$ cat src/rtl/uart_arb_pkg.sv
// uart_arb_pkg: shared types and helpers for the UART transmit arbiter.
//    arb_state_t : arbiter FSM states
//    HDR_MARKER  : tag byte base, present only with UART_TX_ARB_ID_HDR_EN
//    grant_w()   : index width for n items, clog2(n) with a floor of 1
package uart_arb_pkg;

   typedef enum logic [1:0] {
      IDLE   = 2'd0,
`ifdef UART_TX_ARB_ID_HDR_EN
      HDR    = 2'd1,
`endif
      STREAM = 2'd2
   } arb_state_t;

`ifdef UART_TX_ARB_ID_HDR_EN
   localparam logic [7:0] HDR_MARKER = 8'hF0;
`endif

   function automatic int grant_w(input int n);
      return (n > 1) ? $clog2(n) : 1;
   endfunction

endpackage

$ cat src/rtl/uart_tx_arbiter_rr_pick.sv
// rr_pick: combinational round-robin priority select.
// Ports:
//    i_req     : request vector, one bit per requester
//    i_ptr     : search start index (highest priority this round)
//    o_any_req : at least one request is set
//    o_pick    : first set request at or after i_ptr, wrapping
module rr_pick
   import uart_arb_pkg::*;
#(
   parameter int NUM_REQ = 4
) (
   input  logic [NUM_REQ-1:0]           i_req,
   input  logic [grant_w(NUM_REQ)-1:0]  i_ptr,
   output logic                         o_any_req,
   output logic [grant_w(NUM_REQ)-1:0]  o_pick
);

   localparam int GW = grant_w(NUM_REQ);

   // Walk offsets from farthest to nearest so the nearest set request wins.
   always_comb begin
      o_any_req = |i_req;
      o_pick    = '0;
      for (int k = NUM_REQ - 1; k >= 0; k--) begin
         if (i_req[(int'(i_ptr) + k) % NUM_REQ]) begin
            o_pick = GW'((int'(i_ptr) + k) % NUM_REQ);
         end
      end
   end

endmodule

$ cat src/rtl/uart_tx_arbiter.sv
// uart_tx_arbiter: packet-level round-robin arbiter sharing one UART transmit
// channel among NUM_REQ byte-stream requesters. A grant is held from the first
// byte to req_last; a watchdog revokes a grant whose requester stalls
// mid-packet for TIMEOUT cycles.
// Optional build macro UART_TX_ARB_ID_HDR_EN: prefix every packet with one
// tag byte 0xF0 | grant_id.
// Ports:
//    clk, rst_n     : clock; asynchronous reset, asserted high
//    i_req_valid    : per-requester byte valid
//    i_req_data     : per-requester byte, requester i at [i*DATA_BIT +: DATA_BIT]
//    i_req_last     : final byte of packet, qualified by i_req_valid
//    o_req_ready    : per-requester accept
//    o_tx_valid     : to UART tx_valid
//    o_tx_data      : to UART tx_data
//    i_tx_ready     : from UART tx_ready
//    o_grant_id     : current or last granted requester
//    o_busy         : grant held (state other than IDLE)
//    o_timeout_err  : one-cycle pulse on watchdog revoke
//
// state  | meaning
// IDLE   | no grant; arbitrate, one bubble cycle, no transfers
// HDR    | send tag byte for the new grant (UART_TX_ARB_ID_HDR_EN only)
// STREAM | pass granted requester through until req_last or watchdog
module uart_tx_arbiter
   import uart_arb_pkg::*;
#(
   parameter int NUM_REQ  = 4,
   parameter int DATA_BIT = 8,
   parameter int TIMEOUT  = 100000
) (
   input  logic                          clk,
   input  logic                          rst_n,
   input  logic [NUM_REQ-1:0]            i_req_valid,
   input  logic [NUM_REQ*DATA_BIT-1:0]   i_req_data,
   input  logic [NUM_REQ-1:0]            i_req_last,
   output logic [NUM_REQ-1:0]            o_req_ready,
   output logic                          o_tx_valid,
   output logic [DATA_BIT-1:0]           o_tx_data,
   input  logic                          i_tx_ready,
   output logic [grant_w(NUM_REQ)-1:0]   o_grant_id,
   output logic                          o_busy,
   output logic                          o_timeout_err
);

   localparam int GW = grant_w(NUM_REQ);
   // Counter only ever needs to reach TIMEOUT-1.
   localparam int CW = grant_w(TIMEOUT);

   arb_state_t        r_state;
   arb_state_t        w_state_nxt;
   logic [GW-1:0]     r_rr_ptr;
   logic [GW-1:0]     r_grant_id;
   logic [CW-1:0]     r_wd_cnt;
   logic              r_timeout_err;

   logic              w_any_req;
   logic [GW-1:0]     w_pick;
   logic              w_g_valid;
   logic              w_g_last;
   logic [DATA_BIT-1:0] w_g_data;
   logic [GW-1:0]     w_next_ptr;
   logic              w_pkt_done;
   logic              w_wd_fire;

   rr_pick #(
      .NUM_REQ (NUM_REQ)
   ) u_rr_pick (
      .i_req     (i_req_valid),
      .i_ptr     (r_rr_ptr),
      .o_any_req (w_any_req),
      .o_pick    (w_pick)
   );

   assign w_g_valid  = i_req_valid[r_grant_id];
   assign w_g_last   = i_req_last[r_grant_id];
   assign w_g_data   = i_req_data[int'(r_grant_id)*DATA_BIT +: DATA_BIT];
   // Explicit wrap so non-power-of-two NUM_REQ is handled.
   assign w_next_ptr = (r_grant_id == GW'(NUM_REQ - 1)) ? '0 : r_grant_id + 1'b1;

   always_ff @(posedge clk or posedge rst_n) begin
      if (rst_n) begin
         r_state <= IDLE;
      end else begin
         r_state <= w_state_nxt;
      end
   end

   always_comb begin
      w_state_nxt = r_state;
      o_tx_valid  = 1'b0;
      o_tx_data   = '0;
      o_req_ready = '0;
      w_pkt_done  = 1'b0;
      w_wd_fire   = 1'b0;
      case (r_state)
         IDLE: begin
            if (w_any_req) begin
`ifdef UART_TX_ARB_ID_HDR_EN
               w_state_nxt = HDR;
`else
               w_state_nxt = STREAM;
`endif
            end
         end
`ifdef UART_TX_ARB_ID_HDR_EN
         HDR: begin
            o_tx_valid = 1'b1;
            o_tx_data  = DATA_BIT'(HDR_MARKER) | DATA_BIT'(r_grant_id);
            if (i_tx_ready) begin
               w_state_nxt = STREAM;
            end
         end
`endif
         STREAM: begin
            o_tx_valid              = w_g_valid;
            o_tx_data               = w_g_data;
            o_req_ready[r_grant_id] = i_tx_ready;
            if (w_g_valid && i_tx_ready && w_g_last) begin
               w_pkt_done  = 1'b1;
               w_state_nxt = IDLE;
            end else if (!w_g_valid && (r_wd_cnt == CW'(TIMEOUT - 1))) begin
               w_wd_fire   = 1'b1;
               w_state_nxt = IDLE;
            end
         end
         default: begin
            w_state_nxt = IDLE;
         end
      endcase
   end

   always_ff @(posedge clk or posedge rst_n) begin
      if (rst_n) begin
         r_rr_ptr      <= '0;
         r_grant_id    <= '0;
         r_wd_cnt      <= '0;
         r_timeout_err <= 1'b0;
      end else begin
         r_timeout_err <= w_wd_fire;
         if ((r_state == IDLE) && w_any_req) begin
            r_grant_id <= w_pick;
         end
         if (w_pkt_done || w_wd_fire) begin
            r_rr_ptr <= w_next_ptr;
         end
         // Only idle STREAM cycles with no state change accumulate; a
         // tx_ready stall keeps req_valid high and so never counts.
         if ((r_state != STREAM) || (w_state_nxt != STREAM) || w_g_valid) begin
            r_wd_cnt <= '0;
         end else begin
            r_wd_cnt <= r_wd_cnt + 1'b1;
         end
      end
   end

   assign o_grant_id    = r_grant_id;
   assign o_busy        = (r_state != IDLE);
   assign o_timeout_err = r_timeout_err;

endmodule

$ cat config.mk
export PLATFORM = sky130hd
export DESIGN_NAME = uart_tx_arbiter
export DESIGN_NICKNAME = d
export VERILOG_FILES = /design/src/rtl/uart_arb_pkg.sv /design/src/rtl/uart_tx_arbiter_rr_pick.sv /design/src/rtl/uart_tx_arbiter.sv
export SDC_FILE = /design/constraint.sdc
export NUM_CORES = 1
export LEC_CHECK = 0
export BUFFER_PORTS_ARGS = -buffer_cell sky130_fd_sc_hd__buf_2
export CORE_MARGIN = 8
export CORE_UTILIZATION = 40
export CTS_CLUSTER_DIAMETER = 100
export DETAILED_ROUTE_END_ITERATION = 10
export GPL_ROUTABILITY_DRIVEN = 1
export GPL_TIMING_DRIVEN = 0
export PLACE_DENSITY = 0.71
export SKIP_CTS_REPAIR_TIMING = 1
export SYNTH_ARGS = -nofsm -noshare
export SYNTH_HDL_FRONTEND = slang
export SYNTH_SLANG_ARGS = --single-unit
export TNS_END_PERCENT = 30
$ cat constraint.sdc
create_clock -name clk -period 2.85 [get_ports clk]
set_clock_uncertainty 0.05 [all_clocks]
set_input_delay 0.4275 -clock clk [delete_from_list [all_inputs] [get_ports clk]]
set_output_delay 0.4275 -clock clk [all_outputs]
set_load 0.03 [all_outputs]
==> impl_results.md <==
* CTS Buf Count at 3
* Status: finished clean
* Critical path endpoint category: output port
* Mux share of post-synthesis cell area at 0.1493
* Most frequent cells in the layout: buf_2, dfrtp_1, nor2_1
* Placed insts at roughly 260
* Die height at 79.25 µm
* Post-route ant nets at 0
* Crit share post-route at 0.8418
* Fmax at 416.8 MHz
* Main combinational cell family by area after synthesis: simple AND/OR/NAND/NOR gates
* Max Cap Viol at 0
* Top cells by area, synth: dfrtp_1, mux4_2, xor2_1
* Synthesized Nets at 203
* Slowest cell on crit path: dfrtp_1
* Min Clock Period, post-route at 2399 ps
* Most common cell after layout, fill and taps aside: buf_2
* Max-slew violations at 0
* Simple-gate share of the synthesized area at 0.2533
* Clock Latency Late Sink at 250 ps
* Die Footprint at 6281 µm²
* Initial antenna violation count at 0
* Slew margin rel. at 0.4195
* First-pass GRT wire length at 6361 µm
* Io pins at 60
* RSZ-0062 raised after global routing: no
* Setup CP Type: reg -> out
* FP Rows at 23
* Synthesized instance count at 155
* Required time worst endpoint at roughly 2400 ps
* Lkg Pwr at roughly 0.97 nW
* Die Span X at between 70 and 80 µm
* Footprint of the multi-input gates at roughly 940 µm²
* Grt ovf at 0
* Crit path cell chain: clkbuf_1, mux4_2, and2_1, buf_2
* Critical-path maximum fanout at 10
* Post-synthesis sequential area ratio at 0.3753
* GRT Util Overall at 0.1222
* Largest area contributor in the netlist: dfrtp_1
* Total core area at 3914 µm²
* Layout cells sized above 1 at 0.3687
* Crit start category: flip-flop
* CTS Sinks at 24
* Pwr/cell area at 585.1 nW/µm²
* Pin count of the biggest net entering global routing at 25
* CP Data Arrival Time at 1920 ps
* Count of final setup violators at 0
* Via count at 1,404
* Number of global-route vias before repair at 1,411
* Routed len/inst at 14.76 µm
* Worst hold slack at 293.6 ps
* # fillers at 372
* Synth Cell Area at 1600 µm²
* Slew @ Worst Pin at 869.7 ps
* Ys async rst share at 1.000
* Drt first pass iters at 4
* CTS H-tree lvls at 1
* Synth Area in Adders at 0.03909
* Clock transition at path regs at approximately 70 ps
* Vias per inst at 5.258
* Worst path max stage delay at 500 ps
* Hpwl dp at 3149 µm
* Synth-to-Final Area Change at 24.94%
* Synth Area in Compound Gates at 0.06099
* Starting DRT DRC Count at 43
* Register Area at 600.6 µm²
* Hold Vio Cnt, Final at 0
* CTS tree: yes
* EDFF count, synth at 0
* Synth cell types at 41
* Port Buf Inserts at 59
* Average size of a mapped cell at ~10 µm²
* Final wirelength at 3941 µm
* Yosys top cell area share at 0.3753
* Nets at 267
* Clock buffer depth at 2
* CTS Root Cell: clkbuf_8
* Min-Delay Path Class: in -> async
* Post-synthesis xor/xnor area fraction at 0.08210
* #FFs+latches synth at 24
* Final GP Congestion at 0.8618
* Top FF cell, synth: dfrtp_1
* Setup TNS at 0 ps
* Antenna diodes at 0
* DRC Markers at 0
* Peak VDD IR at 0.0002629 V
* YS warnings at 0
* Initial Utilization at 0.4089
* Final non-filler cell total at about 270
final cells by class:
class                      instances  share of cell area
buffer                             5             0.02065
clock buffer                       3             0.02065
inverter                           5            0.009387
multi-input combinational        121              0.4700
sequential                        24              0.3004
tap                               50             0.03129
timing repair buffer              59              0.1477
per-stage QoR:
stage,setup slack (ps),util,instance area [µm²],total power [mW]
2_1_floorplan,772.3,-,1600,0.8436
3_3_place_gp,690.8,0.5003,1958,0.9906
3_5_place_dp,718.4,0.5003,1958,1.001
4_1_cts,424.4,0.5109,1999,1.189
5_1_grt,328.9,0.5109,1999,1.254
6_report,450.9,0.5109,1999,1.170
kinds of logic after synthesis:
logic type,Yosys count
AOI/OAI and AO/OA,14
xor gates and xnor gates,15
adders and majority gates,5
buffers and inverters,10
DFF,24
muxes,12
other,1
and+or+nand+nor,74
sequential cells by signal, summed over array words and instances (netlist names):
| register | count |
|---|---|
| r_rr_ptr | 2 |
| o_timeout_err | 1 |
| r_wd_cnt | 17 |
| o_grant_id | 2 |
| r_state | 2 |
path summary, 6_finish.rpt:
path                                      startpoint                      to  slack (ps)  depth (start not counted)
setup / recovery           o_grant_id[1]$_DFFE_PP0P_            o_tx_data[5]         450                          4
hold / removal                                 rst_n   r_wd_cnt[5]$_DFF_PP0_         290                          2
setup reg to reg           o_grant_id[0]$_DFFE_PP0P_  r_wd_cnt[10]$_DFF_PP0_         960                          5
hold reg to reg                r_wd_cnt[0]$_DFF_PP0_   r_wd_cnt[0]$_DFF_PP0_         440                          1
max in group asynchronous                      rst_n  r_wd_cnt[11]$_DFF_PP0_        1920                          2
min in group clk               r_wd_cnt[0]$_DFF_PP0_   r_wd_cnt[0]$_DFF_PP0_         440                          1
critical path, delay by kind of cell (launching register included):
kind,cells,cell delay [ps]
and+or+nand+nor,1,170
buffers and inverters,2,620
DFF,1,500
muxes,1,380
per-layer routing:
| metal | track usage | vias to the layer above | part of all wire |
|---|---|---|---|
| met5 | 0 | - | 0 |
| met4 | 0.03333 | 0 | 0.012 |
| met3 | 0.03499 | 6 | 0.10 |
| met2 | 0.2112 | 56 | 0.44 |
| met1 | 0.1437 | 661 | 0.45 |
| li1 | - | 681 | - |
cells in the mapped netlist, types with 2 or more instances:
library cell	number
a21oi_1	3
and2_1	9
mux4_2	8
o21ai_0	2
dfrtp_1	24
buf_6	3
ha_1	5
and3_1	7
nor4b_1	2
and4_1	3
nand3_1	10
nor2_1	20
mux2_1	2
nand4_1	4
inv_1	5
nand2_1	9
xor2_1	13
clkbuf_1	2
xnor2_1	2
power breakdown:
part           switching, mW  leakage [nW]  internal (mW)
clock                 0.0920        0.0216         0.0941
sequential            0.0599         0.324          0.375
combinational          0.292         0.628          0.256
total                  0.444         0.974          0.726
No activity file was read; power rests on OpenSTA's default activity.
